### src/rtl/ntt_seq_ctrl.sv
// rtl/ntt_seq_ctrl.sv - load/kick/read sequencer for the 1536-point NTT core (optional cycle counter: NTT_SEQ_CYCCNT_EN)
module ntt_seq_ctrl #(
    parameter int N         = 1536,
    parameter int AW        = 11,
    parameter int DW_IN     = 13,
    parameter int DW_OUT    = 14,
    parameter int GAP       = 8,
    parameter int RD_LAT    = 4,
    parameter int RD_STRIDE = 8
) (
    input  logic              clk,
    input  logic              rst,
    input  logic              go,
    output logic              busy,
    output logic              done,
    output logic              src_sel,
    output logic [AW-1:0]     src_addr,
    input  logic [DW_IN-1:0]  src_data,
    output logic              ntt_start,
    output logic              ntt_input_fg,
    output logic [AW-1:0]     ntt_addr,
    output logic [DW_IN-1:0]  ntt_din,
    input  logic              ntt_valid,
    input  logic [DW_OUT-1:0] ntt_dout,
    output logic              h_valid,
    output logic [AW-1:0]     h_addr,
    output logic [DW_OUT-1:0] h_data,
    output logic [15:0]       cyc_cnt
);

    localparam logic [3:0] S_IDLE   = 4'd0;
    localparam logic [3:0] S_LOAD_F = 4'd1;
    localparam logic [3:0] S_GAP_F  = 4'd2;
    localparam logic [3:0] S_LOAD_G = 4'd3;
    localparam logic [3:0] S_GAP_G  = 4'd4;
    localparam logic [3:0] S_KICK   = 4'd5;
    localparam logic [3:0] S_WAIT   = 4'd6;
    localparam logic [3:0] S_READ   = 4'd7;
    localparam logic [3:0] S_DONE   = 4'd8;

    localparam int CMAX = (GAP > RD_STRIDE) ? GAP : RD_STRIDE;
    localparam int CW   = $clog2(CMAX + 1);
    localparam logic [AW-1:0] K_LAST   = AW'(N - 1);
    localparam logic [CW-1:0] GAP_LAST = CW'(GAP - 1);
    localparam logic [CW-1:0] STR_LAST = CW'(RD_STRIDE - 1);

    logic [3:0]       r_state;
    logic [AW-1:0]    r_k;
    logic [CW-1:0]    r_cnt;
    logic             r_rd_end;

    logic             r_v1, r_v2, r_s1, r_fg;
    logic [AW-1:0]    r_a1, r_a2;
    logic [DW_IN-1:0] r_din;

    logic [RD_LAT-1:0] r_tag;
    logic [AW-1:0]     r_pa [RD_LAT];

    logic w_load, w_issue, w_h_last;

    assign w_load   = (r_state == S_LOAD_F) || (r_state == S_LOAD_G);
    assign w_issue  = (r_state == S_READ) && (r_cnt == '0) && !r_rd_end;
    assign w_h_last = r_tag[RD_LAT-1] && (r_pa[RD_LAT-1] == K_LAST);

    assign busy         = (r_state != S_IDLE);
    assign done         = (r_state == S_DONE);
    assign src_sel      = (r_state == S_LOAD_G);
    assign src_addr     = w_load ? r_k : '0;
    assign ntt_start    = (r_state == S_KICK);
    assign ntt_input_fg = r_fg;
    assign ntt_addr     = r_v2 ? r_a2 : ((r_state == S_READ) ? r_k : '0);
    assign ntt_din      = r_din;
    assign h_valid      = r_tag[RD_LAT-1];
    assign h_addr       = r_tag[RD_LAT-1] ? r_pa[RD_LAT-1] : '0;
    assign h_data       = r_tag[RD_LAT-1] ? ntt_dout : '0;

    always_ff @(posedge clk) begin
        if (!rst) begin
            r_state  <= S_IDLE;
            r_k      <= '0;
            r_cnt    <= '0;
            r_rd_end <= 1'b0;
        end else begin
            case (r_state)
                S_IDLE: begin
                    if (go) begin
                        r_state <= S_LOAD_F;
                        r_k     <= '0;
                    end
                end
                S_LOAD_F, S_LOAD_G: begin
                    if (r_k == K_LAST) begin
                        r_state <= (r_state == S_LOAD_F) ? S_GAP_F : S_GAP_G;
                        r_k     <= '0;
                        r_cnt   <= '0;
                    end else begin
                        r_k <= r_k + AW'(1);
                    end
                end
                S_GAP_F, S_GAP_G: begin
                    if (r_cnt == GAP_LAST) begin
                        r_state <= (r_state == S_GAP_F) ? S_LOAD_G : S_KICK;
                        r_cnt   <= '0;
                    end else begin
                        r_cnt <= r_cnt + CW'(1);
                    end
                end
                S_KICK: r_state <= S_WAIT;
                S_WAIT: begin
                    if (ntt_valid) begin
                        r_state  <= S_READ;
                        r_k      <= '0;
                        r_cnt    <= '0;
                        r_rd_end <= 1'b0;
                    end
                end
                S_READ: begin
                    if (r_cnt == STR_LAST) begin
                        r_cnt <= '0;
                        if (r_k != K_LAST) r_k <= r_k + AW'(1);
                    end else begin
                        r_cnt <= r_cnt + CW'(1);
                    end
                    if (w_issue && (r_k == K_LAST)) r_rd_end <= 1'b1;
                    // Leave once the final tagged address has come back out of the delay line.
                    if (w_h_last) r_state <= S_DONE;
                end
                S_DONE:  r_state <= S_IDLE;
                default: r_state <= S_IDLE;
            endcase
        end
    end

    // Memory has one cycle of read latency, so din is captured one cycle after the address.
    always_ff @(posedge clk) begin
        if (!rst) begin
            r_v1  <= 1'b0;
            r_v2  <= 1'b0;
            r_s1  <= 1'b0;
            r_fg  <= 1'b0;
            r_a1  <= '0;
            r_a2  <= '0;
            r_din <= '0;
        end else begin
            r_v1  <= w_load;
            r_a1  <= src_addr;
            r_s1  <= src_sel;
            r_v2  <= r_v1;
            r_a2  <= r_a1;
            r_din <= r_v1 ? src_data : '0;
            if ((r_state == S_WAIT) && ntt_valid) r_fg <= 1'b0;
            else if (r_v1)                        r_fg <= r_s1;
        end
    end

    always_ff @(posedge clk) begin
        if (!rst) begin
            r_tag <= '0;
            for (int i = 0; i < RD_LAT; i++) r_pa[i] <= '0;
        end else begin
            r_tag[0] <= w_issue;
            r_pa[0]  <= r_k;
            for (int i = 1; i < RD_LAT; i++) begin
                r_tag[i] <= r_tag[i-1];
                r_pa[i]  <= r_pa[i-1];
            end
        end
    end

`ifdef NTT_SEQ_CYCCNT_EN
    logic [15:0] r_cyc;

    always_ff @(posedge clk) begin
        if (!rst) begin
            r_cyc <= '0;
        end else if (r_state == S_KICK) begin
            r_cyc <= '0;
        end else if ((r_state == S_WAIT) && (r_cyc != 16'hFFFF)) begin
            r_cyc <= r_cyc + 16'd1;
        end
    end

    assign cyc_cnt = r_cyc;
`else
    assign cyc_cnt = 16'd0;
`endif

endmodule
### config.mk
export PLATFORM = sky130hd
export DESIGN_NAME = ntt_seq_ctrl
export DESIGN_NICKNAME = d
export VERILOG_FILES = /design/src/rtl/ntt_seq_ctrl.sv
export SDC_FILE = /design/constraint.sdc
export NUM_CORES = 1
export LEC_CHECK = 0
export BUFFER_PORTS_ARGS = -buffer_cell sky130_fd_sc_hd__buf_4
export CORE_MARGIN = 1
export CORE_UTILIZATION = 45
export CTS_CLUSTER_SIZE = 8
export DETAILED_ROUTE_END_ITERATION = 10
export PLACE_DENSITY = 0.7
export SLEW_MARGIN = 40
export SYNTH_ARGS = -nofsm -noshare
export SYNTH_HDL_FRONTEND = slang
export SYNTH_SLANG_ARGS = --single-unit
### constraint.sdc
create_clock -name clk -period 5.8 [get_ports clk]
set_input_delay 1.45 -clock clk [delete_from_list [all_inputs] [get_ports clk]]
set_output_delay 1.45 -clock clk [all_outputs]
set_load 0.01 [all_outputs]
### After elaboration in Yosys (flattened, before gate mapping)

Memories as Yosys holds them, arrays and structs flattened.
Index checks and enable logic that the tools add are counted.

* add/subtract/negate cells: 2
* $mul: 0
* div/mod/pow operators: 0
* magnitude comparators: 0
* equal/unequal tests: 20
* shifts and indexed selects: 0
* mux-type cells: 32
* bitwise gates (word level): 5
* reduce and logical (&&, ||, !) cells: 22

Operator list (count)
* two-way mux 11 bit: 13
* case mux 11 bit (4 select lines): 1
* two-way mux 4 bit: 8
* case mux 4 bit (6 select lines): 1
* equality test 11 bit, second input constant: 2
* equality test 4 x 3 -> 1 bit, second input constant: 5
* two-way mux 14 bit: 1
* case mux 4 bit (3 select lines): 1
* adder 11 x 1 -> 11 bit, second input constant: 1
* inequality test 11 bit, second input constant: 1
* inequality test 2 bit, second input constant: 5
* AND reduction 5 bit: 2
* equality test 4 x 2 -> 1 bit, second input constant: 2
* zero test 4 bit: 2
* nonzero test 4 bit: 2
* two-way mux 3 bit: 2
* inequality test 2 x 1 -> 1 bit, second input constant: 3
* AND reduction 3 bit: 2
* OR reduction 2 bit: 3
* logical AND 1 bit: 5
* adder 4 x 1 -> 4 bit, second input constant: 1
* equality test 4 x 1 -> 1 bit, second input constant: 1
* equality test 4 bit, second input constant: 1
* two-way mux 1 bit: 4
* 9 further kinds: 12

* register bits: 63
* latch bits: 0
* memory bits (writable): 44
* bits in read-only memories: 0
* output and inout bits: 82
* logic and storage cells: 94
* memories kept: 1

Memory list
* r_pa: depth 4, bits a word 11, rd ports 4, clocked after memory_dff 0, write ports 4, line 57 `logic [AW-1:0] r_pa [RD_LAT];`

### Logic depth before layout (Yosys ltp)

Gate-level depths: netlist of run 1.

* word-level depth: 6
* depth in mapped cells: 8

### Least setup slack after synthesis of run 1

OpenSTA, ideal clock, no wires.

* path kind: input-to-output
* from: input port ntt_dout[0]
* to: output port h_data[0]
* arrival time: 1.615 ns
* required time: 4.350 ns
* slack: 2.735 ns
* cell stages on the path: 1
* buffers on the path: 0
* cell sequence: and2_1

* word-level cells in the longest chain between the ends: 1

Ends and longest elaborated chain
* start, declared: line 24 `input logic [DW_OUT-1:0] ntt_dout,`
* two-way mux 14 bit: line 75 `assign h_data = r_tag[RD_LAT-1] ? ntt_dout : '0;`
* end, declared: line 27 `output logic [DW_OUT-1:0] h_data,`

No other way between the ends.

### Worst setup path in the final report of run 1

* from: register r_state[2]
* to: output port ntt_addr[3]

* word-level cells in the longest chain between the ends: 3

Ends and longest elaborated chain
* start, declared: line 47 `logic [3:0] r_state;`
* start signal, assigned: line 93 `r_state <= (r_state == S_LOAD_F) ? S_GAP_F : S_GAP_G;`
* start signal, assigned: line 102 `r_state <= (r_state == S_GAP_F) ? S_LOAD_G : S_KICK;`
* equality test 4 x 3 -> 1 bit: line 71 `assign ntt_addr = r_v2 ? r_a2 : ((r_state == S_READ) ? r_k : '0);`
* two-way mux 11 bit (2 in a row): line 71
* end, declared: line 21 `output logic [AW-1:0] ntt_addr,`

No other way between the ends.

==> results.md, run 1 <==
- Status: complete, no violations
- Number of placement rows: 34
- # nets final: ~560
- Largest cells by area after synthesis: dfxtp_1, and2_1, nand2_1, and3_1, buf_4
- Final count of pins violating max slew: 0
- CP Buf/Inv Count: 1
- Number of violations of the max-capacitance limit: 0
- Async set-reset flop share out of synthesis: 0%
- Number of antenna violations at the first check in global routing: 0
- Fmax achieved: 271 MHz
- Placeable Area: 8760 µm²
- Proportion of total power due to net switching: about 25%
- Number of sinks on the clock net: around 110
- Number of DRC markers after the initial detailed-route iteration: approximately 150
- I/O pins: 113
- Synth area leader: dfxtp_1
- Die height: just under 100 µm
- Longest Clk Path Bufs: 2
- Global router's overall resource usage: 17.0%
- Fraction of layout instances using a drive strength above 1: between 20% and 30%
- Post-synthesis cell type count: slightly above 50
- Final hold violation count: 0
- Weighted congestion reported at the end of routability-driven placement: about 0.79
- Cells along the critical path: and4b_1, nand2_1, o21ai_0, buf_4
- RSZ-0062 raised after global routing: false
- First-pass GRT wire length: about 13,000 µm
- Least-Margin Pin Slew: roughly 770 ps
- Via count: roughly 3,100
- Number of warnings issued by yosys: 0
- Clock slew at the register clock pins of the worst setup and hold paths: about 110 ps
- Ratio of final minimum period to clock period: between 60% and 70%
- Post-Route Setup TNS: 0 ps
- Switching power summed over all nets: ~310 µW
- Main synth FF type: dfxtp_1
- Number of flops mapped to enable cells by yosys: 0
- Worst setup path class: register to output pin
- Post-route DRC violation count: 0
- Remaining number of nets flagged by the antenna check after routing: 0
- Worst-case vdd ir drop: roughly 0.15 mV
- Area share of the largest cell type after synthesis: 52.5%
- Final HPWL DP: ~5400 µm
- Final non-filler cell total: approximately 640
- Number of buffers inserted for hold repair after clock tree synthesis: 0
- Number of gates resized after cts: 0
- Synthesized cell area: just over 4000 µm²
- Total number of H-tree levels: 3
- Startpoint type of the worst setup path: register
- # placed instances: 620
- Critical path's top delay family: simple AND/OR/NAND/NOR gates
- Critical Path RT: 4350 ps
- Full die area: 9460 µm²
- Worst Path Max Fanout: 17
- Clock period minus final worst setup slack: roughly 3700 ps
- Synthesis-to-finish area growth: 21.3%
- Global-route congestion overflow total: 0
- Relative contribution of combinational cells to total power: approximately 7%
- Sequential power share: between 50% and 60%
- Delay of the slowest cell on the worst path: about 740 ps
- Power per standard cell area: 254 nW/µm²
- Via count of the first global-routing pass: around 2,700
- Vias/cell: about 4.9
- CP arrival: about 2200 ps
- Avg Inst Size Synth: ~9.2 µm²
- Width of the die: just under 100 µm
- Share of power burned in the clock network: 33.0%
- Final WL: 7850 µm
- Starting utilization of the core area: between 40 and 50%
- Port Buf Inserts: 96
- CTS tree: done
- Max-slew headroom: about 48%
- Post-detailed-route wirelength per cell: 12.4 µm
- Insertion delay to the later sink of the worst-skew pair: ~360 ps
- Number of optimization iterations in the first detailed-route pass: 6
- Worst Setup End Kind: output pin
- Number of setup buffers added after CTS: 0
- Number of synthesized register bits: 107
- # setup viols final: 0
- Cells after synthesis: 442
- Sequential fraction of the synthesis area: between 50 and 60%
- Buffer cell driving the clock tree root: clkbuf_8
- Clock buffer count from CTS: 9
- Number of diodes added for antenna fixing: 0
- Maximum number of pins on one net before global-route repair: between 90 and 100
- Leakage power of the design: roughly 0.0023 µW
- Cell-internal power: 945 µW
- Cell with the largest stage delay on the worst path: and4b_1
- Class of the tightest hold or removal check: register to register
- Final clock skew: about 11 ps
[power groups by stage]
stage / combinational (µW) / sequential, µW / clock, µW
after detailed placement: 88.6 / 772 / 0
final: 89.1 / 755 / 416
after floorplan: 70.3 / 765 / 0
after global placement: 86.1 / 772 / 0
after global routing: 98.7 / 757 / 461
after CTS: 88.8 / 755 / 432
[cell usage after synthesis (2+ instances only)]
cell type / instances
dfxtp_1: 107
and2_1: 87
nand2_1: 49
and3_1: 24
clkbuf_1: 21
buf_4: 18
inv_1: 16
o21ai_0: 16
nor2_1: 13
a21oi_1: 10
nand3_1: 9
nor3_1: 7
o22ai_1: 5
a21o_1: 4
nand2b_1: 4
or2_2: 4
ha_1: 3
o32ai_1: 3
a221o_1: 2
and2b_1: 2
and3_2: 2
buf_6: 2
mux2i_1: 2
nand3_4: 2
nand4_1: 2
o31ai_1: 2
or3_1: 2
[worst register-to-register path, delay by kind of cell (launching register included)]
kind | cells | cell delay [ps]
AND/OR/NAND/NOR | 2 | 820
flip-flops | 1 | 640
AO/OA/AOI/OAI | 3 | 860
[cells in the final DEF, fill, tap and decap left out, types with 2 or more instances in the layout]
master	instances
nand2b_1	4
and3_1	24
a221o_1	2
clkbuf_8	9
and2b_1	2
o32ai_1	3
inv_1	16
nand4_1	2
o31ai_1	2
or3_1	2
clkinv_4	2
and2_1	87
nand2_1	49
o21ai_0	16
nand3_4	2
o22ai_1	5
nor3_1	7
mux2i_1	2
and3_2	2
ha_1	3
dfxtp_1	107
buf_4	97
a21o_1	4
nor2_1	13
conb_1	16
or2_2	4
a21oi_1	10
nand3_1	9
[flip-flops by register name (all words and copies together), names as in the netlist, 4 cells and up]
signal   cells
ntt_din     13
r_a1        11
r_a2        11
r_cnt        4
r_k         11
r_pa        44
r_state      4
r_tag        4
[layout make-up]
type                            instances  area [µm²]
Timing Repair Buffer                   97         728
Tap cell                              108         135
Clock buffer                            9         124
Inverter                               16        60.1
Sequential cell                       107        2140
Multi-Input combinational cell        292        1700
Clock inverter                          6        61.3
Fill cell                             802        3810
[path summary, 6_finish.rpt]
| kind | startpoint | endpoint | slack (ps) | cells past startpoint |
|---|---|---|---|---|
| setup / recovery | r_state[2]$_SDFFE_PN0P_ | ntt_addr[3] | 2110 | 4 |
| hold / removal | r_a1[2]$_SDFF_PN0_ | r_a2[2]$_SDFF_PN0_ | 430 | 1 |
| setup reg to reg | r_state[2]$_SDFFE_PN0P_ | r_state[1]$_SDFFE_PN0P_ | 3390 | 5 |
| hold reg to reg | r_a1[2]$_SDFF_PN0_ | r_a2[2]$_SDFF_PN0_ | 430 | 1 |
[routing by layer]
metal	track usage, %	vias to the layer above	wire length (µm)
met5	0	-	0
met4	4.52	0	87
met1	21.7	1432	3630
li1	-	1579	-
met2	28.0	109	3640
met3	5.32	10	497
[kinds of logic (layout without fill, tap and decap cells)]
kind of cell	count (synthesis)	count (layout)	share of synthesized area (%)
compound gates	54	54	8.55
fa+ha+maj	3	3	0.919
buf+inv	58	128	7.39
flops	107	107	52.5
mux	2	2	0.490
other cells	1	16	0.0919
simple gates	217	217	30.1
[through the flow]
stage	utilization [%]	instance area (µm²)	setup slack [ps]	hold WS, ps	power [µW]
final	56.5	4950	2110	427	1260
after global routing	56.5	4950	1900	440	1320
after CTS	56.5	4950	2070	428	1280
after detailed placement	54.4	4770	2470	418	861
after global placement	54.4	4770	2500	415	858
after floorplan	-	4140	2740	398	835
Note: power is estimated with default switching activity, not from simulation.
==> inputs of run 2 (changes only) <==
--- a/config.mk
+++ b/config.mk
@@ -10,7 +10,7 @@
 export CORE_UTILIZATION = 45
 export CTS_CLUSTER_SIZE = 8
 export DETAILED_ROUTE_END_ITERATION = 10
-export PLACE_DENSITY = 0.7
+export PLACE_DENSITY = 0.73
 export SLEW_MARGIN = 40
 export SYNTH_ARGS = -nofsm -noshare
 export SYNTH_HDL_FRONTEND = slang
==> constraint.sdc (replaced) <==
create_clock -name clk -period 3 [get_ports clk]
set_input_delay 0.75 -clock clk [delete_from_list [all_inputs] [get_ports clk]]
set_output_delay 0.75 -clock clk [all_outputs]
set_load 0.01 [all_outputs]
==> results.md, run 2 (same netlist as run 1, synthesis figures left out) <==
- Status: complete, no violations
- Clock period minus final worst setup slack: 2750 ps
- Least-Margin Pin Slew: approximately 790 ps
- # setup viols final: 0
- Filler Cell Count: between 800 and 900
- # nets final: between 500 and 600
- CTS tree: done
- Fraction of layout instances using a drive strength above 1: a little under a quarter
- Post-Route Setup TNS: 0 ps
- Start point of the worst hold path: r_a1[3]$_SDFF_PN0_
- Remaining number of nets flagged by the antenna check after routing: 0
- Vias/cell: roughly 5
- Placeable Area: just under 9000 µm²
- CP arrival: ~2000 ps
- Number of setup buffers added after CTS: 0
- Weighted congestion reported at the end of routability-driven placement: roughly 0.80
- Global-route congestion overflow total: 0
- Longest Clk Path Bufs: 2
- Ratio of final minimum period to clock period: around 92%
- Worst Setup End Kind: output pin
- Power per standard cell area: between 500 and 600 nW/µm²
- Tot Pwr: roughly 2600 µW
- Hold Path Sink: r_a2[3]$_SDFF_PN0_
- Total number of H-tree levels: 3
- Post-detailed-route wirelength per cell: between 10 and 15 µm
- Number of violations of the max-capacitance limit: 0
- Beginning of the worst register-to-register path: r_state[2]$_SDFFE_PN0P_
- Global router's overall resource usage: a little under a fifth
- Leakage power of the design: around 0.0023 µW
- Final HPWL DP: just under 6000 µm
- Number of optimization iterations in the first detailed-route pass: 4
- Startpoint type of the worst setup path: register
- Post-route setup slack: 252 ps
- I/O pins: 113
- Maximum number of pins on one net before global-route repair: 55
- Worst setup slack for register-to-register paths: approximately 650 ps
- Worst hold slack across all endpoints: 427 ps
- Worst Path Max Fanout: 17
- Design area: around 5000 µm²
- Die height: about 97 µm
- Storage element area: about 2100 µm²
- Number of sinks on the clock net: roughly 110
- Number of instances on the worst hold path: 1
- Class of the tightest hold or removal check: register to register
- Via count of the first global-routing pass: about 2,900
- Width of the die: 97.3 µm
- Fmax achieved: 364 MHz
- Most common cell after layout, fill and taps aside: dfxtp_1
- Clock slew at the register clock pins of the worst setup and hold paths: roughly 110 ps
- Number of placement rows: 34
- Register ranked first by flip-flop count: r_pa
- Top library cells by usage in the layout, fill and taps aside: dfxtp_1, buf_4, and2_1
- Worst setup path class: register to output pin
- Final WL: roughly 8400 µm
- Number of flip-flops under the largest register name: 44
- RSZ-0062 raised after global routing: false
- Final hold violation count: 0
- Insertion delay to the later sink of the worst-skew pair: roughly 370 ps
- Multi-input gate area in the final layout: between 1500 and 2000 µm²
- Via count: 3,141
- Number of antenna violations at the first check in global routing: 0
- Critical Path RT: between 2000 and 2500 ps
- Number of buffers inserted for hold repair after clock tree synthesis: 0
- Instance area at placement: 4790 µm²
- Max-slew headroom: 47.3%
- Number of diodes added for antenna fixing: 0
- Number of DRC markers after the initial detailed-route iteration: around 210
- First-pass GRT wire length: around 14,000 µm
- Synthesis-to-finish area growth: 22.9%
- Final count of pins violating max slew: 0
- Worst-case vdd ir drop: roughly 0.24 mV
- Final clock skew: around 11 ps
- Full die area: between 9000 and 10,000 µm²
- Number of gates resized after cts: 0
- Buffer cell driving the clock tree root: clkbuf_8
- Post-Place Worst Slack: 665 ps
- Worst reg2reg path endpoint: r_k[10]$_SDFFE_PN0P_
- Port Buf Inserts: 96
- Number of cells on the worst reg-to-reg path: 6
- Starting utilization of the core area: between 40 and 50%
- Post-route DRC violation count: 0
- Clock buffer count from CTS: 9
-- run 2: cell count changes in the layout (fill, tap and decap cells not counted) --
cell       delta
buf_4         +3
clkinv_4      -2
clkinv_8      +2
bufinv_16     +1
-- run 2: power breakdown --
group,total (µW),switching [µW],internal [µW]
sequential,1460,24.2,1440
clock,942,527,415
combinational,174,96.1,77.6
-- run 2: per-layer routing --
layer | vias up | share of wire (%) | wire [µm] | track usage (%)
met4 | 0 | 1.6 | 132 | 6.56
met5 | - | 0 | 0 | 0
li1 | 1590 | - | - | -
met2 | 108 | 45 | 3800 | 28.5
met1 | 1431 | 47 | 4000 | 25.2
met3 | 12 | 6.0 | 507 | 4.60
-- run 2: cell type report --
class / instances / area share, %
multi-input cells: 292 / 33.9
flip-flops and latches: 107 / 42.7
clock inverters: 7 / 2.12
repair buffers: 100 / 15.0
inverters: 16 / 1.20
well taps: 108 / 2.69
clock buffers: 9 / 2.47
-- run 2: worst max-delay path, stage by stage (launching register included) --
cell     delay, ps
dfxtp_1        630
and4b_1        570
nand2_1        100
o21ai_0        170
buf_4          150
-- run 2: worst max path at each step --
stage / end / startpoint / cells after the start / slack [ps]
2_1_floorplan: ntt_addr[4] / r_state[2]$_SDFFE_PN0P_ / 5 / 780
3_3_place_gp: ntt_addr[0] / r_state[2]$_SDFFE_PN0P_ / 4 / 740
3_5_place_dp: ntt_addr[4] / r_state[2]$_SDFFE_PN0P_ / 4 / 670
4_1_cts: ntt_addr[0] / r_state[2]$_SDFFE_PN0P_ / 4 / 240
5_1_grt: ntt_addr[5] / r_state[2]$_SDFFE_PN0P_ / 4 / 60
6_report: ntt_addr[6] / r_state[2]$_SDFFE_PN0P_ / 4 / 250
-- run 2: stage by stage --
| step | utilization [%] | cells |
|---|---|---|
| 4_1_cts | 57.3 | 639 |
| 5_1_grt | 57.3 | 639 |
| 3_3_place_gp | 54.6 | 623 |
| 6_report | 57.3 | 639 |
| 2_1_floorplan | - | 457 |
| 3_5_place_dp | 54.6 | 623 |
